## src/rtl/sqrt_iterative_hs.sv

```systemverilog
// sqrt_iterative_hs: handshaked digit-recurrence square root for U1.(WL-1) operands.
// Optional round-to-nearest on the final edge when SQRT_ROUND_NEAREST_EN is defined.
module sqrt_iterative_hs #(
    parameter int WL  = 24,
    parameter int BPC = 1
) (
    input  logic          CLK,
    input  logic          nRST,
    input  logic          CE,
    input  logic [WL-1:0] din,
    input  logic          in_valid,
    output logic          in_ready,
    output logic [WL-1:0] dout,
    output logic          out_valid,
    input  logic          out_ready
);
    localparam int ITER = WL / BPC;
    localparam int CW = $clog2(ITER);
    localparam logic [CW-1:0] CMAX = CW'(ITER - 1);

    typedef enum logic [1:0] {IDLE, BUSY, DONE} state_t;

    state_t state, nxt;
    logic [2*WL-1:0] rad, rad_t;
    logic [WL+1:0] rem;
    logic [WL+3:0] rem_t, trial;
    logic [WL-1:0] q, q_t, root_fin;
    logic [CW-1:0] cnt;
    logic load, step;

    // state register
    always_ff @(posedge CLK or negedge nRST) begin
        if (!nRST) state <= IDLE;
        else state <= nxt;
    end

    // next state and handshake flags; CE low holds the current state
    always_comb begin
        nxt = state == IDLE ? (CE && in_valid ? BUSY : IDLE) :
              state == BUSY ? (CE && cnt == '0 ? DONE : BUSY) :
                              (CE && out_ready ? IDLE : DONE);
        in_ready = state == IDLE;
        out_valid = state == DONE;
        load = CE && state == IDLE && in_valid;
        step = CE && state == BUSY;
    end

    // BPC radix-2 recurrence steps: bring down two radicand bits, try (2q+1)
    always_comb begin
        rem_t = {2'b00, rem};
        q_t = q;
        rad_t = rad;
        trial = '0;
        for (int i = 0; i < BPC; i++) begin
            rem_t = {rem_t[WL+1:0], rad_t[2*WL-1 -: 2]};
            rad_t = rad_t << 2;
            trial = {2'b00, q_t, 2'b01};
            if (rem_t >= trial) begin
                rem_t = rem_t - trial;
                q_t = {q_t[WL-2:0], 1'b1};
            end else begin
                q_t = {q_t[WL-2:0], 1'b0};
            end
        end
`ifdef SQRT_ROUND_NEAREST_EN
        root_fin = rem_t > {4'b0000, q_t} ? (&q_t ? q_t : q_t + 1'b1) : q_t;
`else
        root_fin = q_t;
`endif
    end

    // datapath: capture operand, iterate, register the final root
    always_ff @(posedge CLK or negedge nRST) begin
        if (!nRST) begin
            rad  <= '0;
            rem  <= '0;
            q    <= '0;
            cnt  <= '0;
            dout <= '0;
        end else if (load) begin
            rad <= {1'b0, din, {(WL-1){1'b0}}};
            rem <= '0;
            q   <= '0;
            cnt <= CMAX;
        end else if (step) begin
            rad <= rad_t;
            rem <= rem_t[WL+1:0];
            q   <= q_t;
            cnt <= cnt - 1'b1;
            if (cnt == '0) dout <= root_fin;
        end
    end
endmodule
```

## config.mk

```make
export PLATFORM = sky130hd
export DESIGN_NAME = sqrt_iterative_hs
export DESIGN_NICKNAME = d
export VERILOG_FILES = /design/src/rtl/sqrt_iterative_hs.sv
export SDC_FILE = /design/constraint.sdc
export NUM_CORES = 1
export LEC_CHECK = 0
export CORE_ASPECT_RATIO = 1.4
export CORE_MARGIN = 4
export CORE_UTILIZATION = 45
export CTS_CLUSTER_DIAMETER = 40
export DETAILED_ROUTE_END_ITERATION = 10
export PLACE_DENSITY = 0.67
export SYNTH_ARGS = -nofsm -noshare
export SYNTH_HDL_FRONTEND = slang
export SYNTH_SLANG_ARGS = --single-unit
```

## constraint.sdc

```tcl
create_clock -name CLK -period 3.3 [get_ports CLK]
set_clock_uncertainty 0.15 [all_clocks]
set_input_delay 0.66 -clock CLK [delete_from_list [all_inputs] [get_ports CLK]]
set_output_delay 0.66 -clock CLK [all_outputs]
set_load 0.01 [all_outputs]
```

After elaboration in Yosys (flattened, before gate mapping)
Index checks and enable logic that the tools add are counted.

word-level totals
  register bits = 129
  bits of input ports = 29
  word-level logic and storage cells = 37

cells by class
  add/sub/neg operators = 2
  order comparisons = 1
  equal/unequal tests = 2
  mux-type cells = 15
  bitwise operators = 1
  reductions and logical operators = 10

operator list
  operator                                             count
  2-to-1 mux 48 bit                                    2
  2-to-1 mux 26 bit                                    3
  2-to-1 mux 24 bit                                    2
  >= comparator 28 x 26 -> 1 bit                       1
  subtractor 26 bit                                    1
  2-to-1 mux 5 bit                                     2
  2-to-1 mux 2 bit                                     4
  logical AND 1 bit                                    6
  logical NOT 5 bit                                    1
  subtractor 5 x 1 -> 5 bit, second input constant     1
  AND reduction 3 bit                                  1
  equality test 2 x 1 -> 1 bit, second input constant  1
  equality test 2 bit, second input constant           1
  logical NOT 2 bit                                    1
  2-to-1 mux 1 bit                                     2
  nonzero test 2 bit                                   1
  NOT 1 bit                                            1

Depth between registers and ports, before layout
Gate-level depths: netlist (run 1).

  depth in word-level cells = 5
  depth in mapped cells = 14

Worst setup path before layout (run 1)
Ideal clock, no wire load.

  path kind = register to register
  start = reg rem[6]
  end = reg rem[1]
  data arrival time = 2,458 ps
  setup slack = 626 ps
  stages on the path, launching flop included = 12
  path through = dfrtp_1 > ha_1 > and3_1 > and2_4 > a221o_1 > a31oi_4 > a21oi_1 > o21ai_2 > a21o_1 > buf_6 > mux2i_1 > a22o_1

between the ends
  cells in the longest elaborated chain, start to end = 4

ends and longest elaborated chain
  element                         RTL line  RTL
  start: declaration              25        logic [WL+1:0] rem;
  start signal: assignment        87        rem <= rem_t[WL+1:0];
  >= comparator 28 x 26 -> 1 bit  58        if (rem_t >= trial) begin
  2-to-1 mux 26 bit               58
  2-to-1 mux 26 bit               85        end else if (step) begin
  2-to-1 mux 26 bit               80        end else if (load) begin

No other way between the ends. The select of a mux whose other input is x is not followed.
A chain may end at the register's enable or synchronous reset.

Final worst setup path (run 1)
  start = reg q[1]
  end = reg rem[17]

between the ends
  cells in the longest elaborated chain, start to end = 4
  elaborated cells on any way between the ends = 5
  those cells by class = 1 x add/sub; 1 x order compare; 3 x mux

ends and longest elaborated chain
  element                                                                     RTL line  RTL
  start: declaration                                                          27        logic [WL-1:0] q, q_t, root_fin;
  start signal: assignment                                                    88        q <= q_t;
  subtractor 26 bit / >= comparator 28 x 26 -> 1 bit (equally long branches)  59, 58
  2-to-1 mux 26 bit (*)                                                       58
  2-to-1 mux 26 bit (*)                                                       85
  2-to-1 mux 26 bit (*)                                                       80

Mark *: on every way between the ends. The rest lies on a longest branch, timed or not. The select of a mux whose other input is x is not followed.

==> results_dict.tcl, run 1 <==
set metrics [dict create \
    coreArea_mm2 0.0125 \
    clkLatencyLatePin_ns 0.35 \
    rsz0062_at_grt "no" \
    grt_max_degree 46 \
    cts_resized 0 \
    cts_tree "yes" \
    finish.net_count 753 \
    grt_pass1_wl_um 24100 \
    drv_cap 0 \
    synthMuxAreaShare_pct 5.15 \
    synthXorXnorAreaFrac_pct 3.77 \
    drive_gt1_share_pct 9.27 \
    crit_path_end_kind "flip-flop" \
    vias_per_cell 5.65 \
    status "complete, no violations" \
    dieHeight_um 142 \
    ir_drop_uv 461 \
    p_leak_nw 3.11 \
    synth.distinct_cells 52 \
    final-hold-violation-count 0 \
    io_pins 55 \
    mostFrequentLayoutCells "130 x nand2_1, 106 x dfrtp_1, 53 x clkdlybuf4s50_1, 52 x a21oi_1, 42 x nor2_1" \
    vias 4811 \
    setup_viol 0 \
    clk_pin_slew_worst_paths_ns 0.07 \
    worstMarginPinSlew_ns 0.624 \
    cts_setup_buffers 0 \
    worstSetupPathType "flip-flop to flip-flop" \
    synth-simple-area-share_pct 18.9 \
    post-place-cells 835 \
    critical_path_peak_fanout 14 \
    diodes 0 \
    final_common_cell "nand2_1" \
    synth_area_leader_cell "dfrtp_1" \
    syn_area_per_cell_um2 8.97 \
    cts_buffers 9 \
    synth_compound_area_share_pct 15.4 \
    ys_seq_area_share_pct 45.7 \
    timing.final.crit_share_pct 91.3 \
    synth_top_area_share_pct 45.7 \
    clock_path_buffers 2 \
    maxSlewViolCount 0 \
    power_w 0.00734 \
    place_congestion 0.923 \
    drc_errors 0 \
    groute.usage.overall_pct 20.1 \
    die_w_um 104 \
    root_buffer "clkbuf_16" \
    synth_nets 704 \
    hpwl_um 9830 \
    async_flop_share_pct 100 \
    h-tree-depth 3 \
    wl_per_cell_um 16.4 \
    final.min_clock_period_ns 3.01 \
    hold_ws_ns 0.131 \
    finalNonFillerCells 851 \
    cp.required_ns 3.39 \
    tns_ns 0 \
    crit_arrival_ns 3.10 \
    netlist_instances 647 \
    portBuffers 54 \
    synth_area_leaders "dfrtp_1 46%, nand2_1 8.4%, ha_1 6.0%, a21oi_1 4.5%, mux2_2 4.5%" \
    synth_ff_type "dfrtp_1" \
    slew_headroom_pct 58.3 \
    cp-start-kind "flip-flop" \
    max_freq_ghz 0.332 \
    synthAdderAreaFrac_pct 6.04 \
    cts.sinks 106 \
    p_per_area_mw_per_mm2 1070 \
    initial_core_util_pct 46.5 \
    drt_iter0_markers 183 \
    drtPass1Iterations 4 \
    holdCritPathClass "primary input to asynchronous set/reset pin" \
    ctsHoldBuffers 0 \
    synth_warnings 0 \
    drt_wl_total_um 14000 \
    die_area_mm2 0.0148 \
    ant_nets 0 \
    area_delta_synth_final_pct 18.0 \
    grt_pass1_vias 4940 \
    grt_antenna_before_repair 0 \
    synth_top_family_by_area "simple AND/OR/NAND/NOR gates" \
    syn-cell-area_mm2 0.00580 \
    row_count 48 \
    ys_ff_latch 106 \
    synth_edf_count 0 \
    grt-ovfl-total 0 \
]
==> critical path, stage by stage, from the launching register on <==
cell and delay (ns):
dfrtp_1 0.38, inv_1 0.06, ha_1 0.33, o21ai_1 0.19, a21oi_1 0.09, or4_1 0.48, a31oi_4 0.24, a21oi_1 0.12
o21ai_2 0.22, a21o_1 0.16, buf_4 0.23, a32oi_1 0.12, o21ai_0 0.14
==> cell type report <==
cell class                 count  area, um^2
clock buffer                  12         246
clock inverter                 4        75.1
fill                        1192        5640
inverter                      33         124
multi-input combinational    472        2870
sequential                   106        2650
tap                          150         188
timing repair buffer          74         701
==> metal layers <==
metal,part of all wire [%],global-route usage (%),routed length [um]
met1,43,24.7,6020
met5,0,0,0
met2,50,35.1,7020
met4,2.9,8.40,406
met3,3.9,3.22,546
==> registers in the layout, indices dropped and copies added (netlist names) <==
register  flops
state         2
rem          26
q            24
dout         24
rad          25
cnt           5
==> cell families (layout without fill, tap and decap cells) <==
| logic type | count (synthesis) | count (layout) |
|---|---|---|
| fa+ha+maj | 28 | 28 |
| mux | 27 | 27 |
| flops | 106 | 106 |
| compound gates | 142 | 142 |
| xor+xnor | 25 | 25 |
| simple gates | 250 | 250 |
| buf+inv | 69 | 123 |
==> synth_stat cells, types with 2 or more instances <==
master and n:
nand4_1 3, inv_1 33, o21ai_1 7, a41oi_1 2, buf_2 6, a32oi_1 11
dfrtp_1 106, o21bai_1 2, a31oi_1 22, nor3_1 6, nor2_1 42, xor2_1 11
o31ai_1 2, nor2b_1 3, a22o_1 3, a21oi_1 52, nand2_1 130, nor3b_1 2
a21o_1 13, mux2i_1 4, nor4_1 3, nand3_1 39, mux2_2 23, buf_6 3
and3_1 5, clkbuf_1 20, xnor2_1 14, nand2b_1 8, o21ai_0 16, a22oi_1 2
buf_1 6, ha_1 28
==> worst paths after layout <==
path / end / slack, ns / from / cells past startpoint
min in group CLK: dout[13]$_DFFE_PN0P_ / 0.36 / dout[13]$_DFFE_PN0P_ / 1
min: rad[37]$_DFFE_PN0P_ / 0.13 / nRST / 1
max reg2reg: rem[17]$_DFFE_PN0P_ / 0.29 / q[1]$_DFFE_PN0P_ / 12
max: rem[17]$_DFFE_PN0P_ / 0.29 / q[1]$_DFFE_PN0P_ / 12
min reg2reg: dout[13]$_DFFE_PN0P_ / 0.36 / dout[13]$_DFFE_PN0P_ / 1
max in group asynchronous: q[18]$_DFFE_PN0P_ / 2.13 / nRST / 2
==> power by group <==
group	total (W)	switching (W)	internal, W
sequential	0.00212	0.000364	0.00176
combinational	0.00404	0.00231	0.00173
clock	0.00117	0.000486	0.000687
total	0.00734	0.00316	0.00418
==> through the flow <==
stage               setup WS [ns]  area [um^2]  utilization (%)
floorplan                   0.626         5800                -
global placement            0.308         6530             52.3
detailed placement          0.302         6530             52.3
CTS                         0.283         6850             54.8
global route               0.0912         6850             54.8
finish                      0.288         6850             54.8
(Power assumes the default switching activity.)
==> run 2, diff against run 1 <==
--- a/config.mk
+++ b/config.mk
@@ -7,10 +7,10 @@
 export LEC_CHECK = 0
 export CORE_ASPECT_RATIO = 1.4
 export CORE_MARGIN = 4
-export CORE_UTILIZATION = 45
+export CORE_UTILIZATION = 41
 export CTS_CLUSTER_DIAMETER = 40
 export DETAILED_ROUTE_END_ITERATION = 10
-export PLACE_DENSITY = 0.67
+export PLACE_DENSITY = 0.62
 export SYNTH_ARGS = -nofsm -noshare
 export SYNTH_HDL_FRONTEND = slang
 export SYNTH_SLANG_ARGS = --single-unit
==> results_dict.tcl, run 2 (synthesized netlist as in run 1, its figures left out) <==
set metrics [dict create \
    drt_wl_total_um 14000 \
    cts_buffers 9 \
    pwr-share-seq_pct 28.7 \
    grt_pass1_wl_um 23700 \
    hpwl_um 9720 \
    timing.final.crit_share_pct 94.9 \
    cts.sinks 106 \
    place_congestion 0.879 \
    dp_worst_setup_slack_ns 0.183 \
    path_delay_family "compound AO/OA/AOI/OAI gates" \
    hold_ws_ns 0.168 \
    cp-start-kind "flip-flop" \
    cts_tree "yes" \
    ctsHoldBuffers 0 \
    vias 4756 \
    mostFrequentLayoutCells "130 x nand2_1, 106 x dfrtp_1, 53 x clkdlybuf4s50_1, 52 x a21oi_1, 42 x nor2_1" \
    drtPass1Iterations 4 \
    final_common_cell "nand2_1" \
    p_sw_w 0.00320 \
    drive_gt1_share_pct 10.1 \
    max_freq_ghz 0.319 \
    fillers 1405 \
    sw_frac_of_total_pct 43.2 \
    slew_headroom_pct 57.6 \
    drc_errors 0 \
    drt_iter0_markers 183 \
    rsz0062_at_grt "no" \
    die_w_um 109 \
    worstMarginPinSlew_ns 0.636 \
    h-tree-depth 3 \
    setup_ws_ns 0.168 \
    setup_viol 0 \
    regMostFlops "rem" \
    wl_per_cell_um 15.8 \
    maxSlewViolCount 0 \
    final_util_pct 49.8 \
    row_count 51 \
    clkPwrFrac_pct 15.9 \
    finish.net_count 755 \
    final-hold-violation-count 0 \
    grt_antenna_before_repair 0 \
    worstSetupPathType "flip-flop to flip-flop" \
    initial_core_util_pct 41.7 \
    clkLatencyLatePin_ns 0.35 \
    slowest_delay_ns 0.45 \
    finalNonFillerCells 888 \
    clk_pin_slew_worst_paths_ns 0.07 \
    status "complete, no violations" \
    dieHeight_um 149 \
    coreArea_mm2 0.0139 \
    grt_pass1_vias 4925 \
    path_buf_inv 2 \
    p_comb_share_pct 55.4 \
    drv_cap 0 \
    p_int_w 0.00421 \
    p_leak_nw 3.12 \
    io_pins 55 \
    worstPathCellList "inv_1 -> ha_1 -> a21oi_1 -> a21oi_1 -> nor4b_1 -> a21oi_1 -> a41oi_1 -> nor3b_1 -> nor4_2 -> buf_4 -> mux2i_1 -> a31oi_1" \
    groute.usage.overall_pct 18.4 \
    die_area_mm2 0.0162 \
    root_buffer "clkbuf_16" \
    critical_path_peak_fanout 5 \
    portBuffers 54 \
    ant_nets 0 \
    largest_reg_flops 26 \
    grt_max_degree 61 \
    crit_top_cell "a21oi_1" \
    ir_drop_uv 446 \
    cp_slowest_cell "a41oi_1" \
    tns_ns 0 \
    regArea_mm2 0.00265 \
    reg_top3 "rem (26), rad (25)" \
    vias_per_cell 5.36 \
    cp.required_ns 3.37 \
    crit_arrival_ns 3.21 \
    final.min_clock_period_ns 3.13 \
    area_delta_synth_final_pct 19.3 \
    multiInputGateArea_mm2 0.00287 \
    diodes 0 \
    crit_path_end_kind "flip-flop" \
    clock_path_buffers 2 \
    grt-ovfl-total 0 \
    holdCritPathClass "primary input to asynchronous set/reset pin" \
    post-place-cells 871 \
    p_per_area_mw_per_mm2 1070 \
]
-- run 2: changes by cell type in the layout (fill, tap and decap cells not counted), sizes merged --
cell    before  now
clkbuf      12   10
buf         21   23
clkinv       0    1
inv         33   34
-- run 2: layer usage --
| layer | track usage [%] | vias up | routed length [um] |
|---|---|---|---|
| li1 | - | 2343 | - |
| met1 | 23.1 | 2284 | 6030 |
| met2 | 31.1 | 100 | 7030 |
| met3 | 3.29 | 29 | 527 |
| met4 | 7.52 | 0 | 430 |
| met5 | 0 | - | 0 |
-- run 2: repair_timing --
item	4_1_cts	5_1_grt
buffers inserted	0	1
gates resized for setup	0	2
setup endpoints to repair	0	14
-- run 2: power by group through the flow --
stage	Combinational, W	Clock [W]	Sequential [W]
after floorplan	0.00310	0	0.00204
after global placement	0.00397	0	0.00213
after detailed placement	0.00405	0	0.00214
after CTS	0.00408	0.00121	0.00212
after global routing	0.00462	0.00127	0.00218
final	0.00410	0.00118	0.00212
-- run 2: area by class of cell --
cell class	count	area share, %
inverter	33	1.79
multi-input combinational	472	41.5
tap	185	3.34
clock inverter	6	1.28
timing repair buffer	76	10.3
sequential	106	38.3
clock buffer	10	3.45
-- run 2: worst reg2reg max path: cells and delay by family (launching register included) --
family | cells | cell delay [ns]
AOI/OAI and AO/OA | 5 | 1.04
and+or+nand+nor | 3 | 0.66
DFF | 1 | 0.39
adders and majority gates | 1 | 0.34
buffers and inverters | 2 | 0.23
muxes | 1 | 0.19
-- run 2: through the flow --
| step | instance area (um^2) | total power [W] |
|---|---|---|
| floorplan | 5800 | 0.00514 |
| global placement | 6580 | 0.00610 |
| detailed placement | 6580 | 0.00619 |
| CTS | 6910 | 0.00742 |
| global route | 6920 | 0.00807 |
| finish | 6920 | 0.00741 |
-- run 2: final timing paths --
path | start | endpoint | slack [ns] | depth (start not counted)
max in group asynchronous | nRST | q[19]$_DFFE_PN0P_ | 2.08 | 2
min in group CLK | dout[19]$_DFFE_PN0P_ | dout[19]$_DFFE_PN0P_ | 0.35 | 1
worst min register to register | dout[19]$_DFFE_PN0P_ | dout[19]$_DFFE_PN0P_ | 0.35 | 1
worst max-delay path | q[7]$_DFFE_PN0P_ | rem[25]$_DFFE_PN0P_ | 0.17 | 12
worst max register to register | q[7]$_DFFE_PN0P_ | rem[25]$_DFFE_PN0P_ | 0.17 | 12
worst min-delay path | nRST | dout[6]$_DFFE_PN0P_ | 0.17 | 1
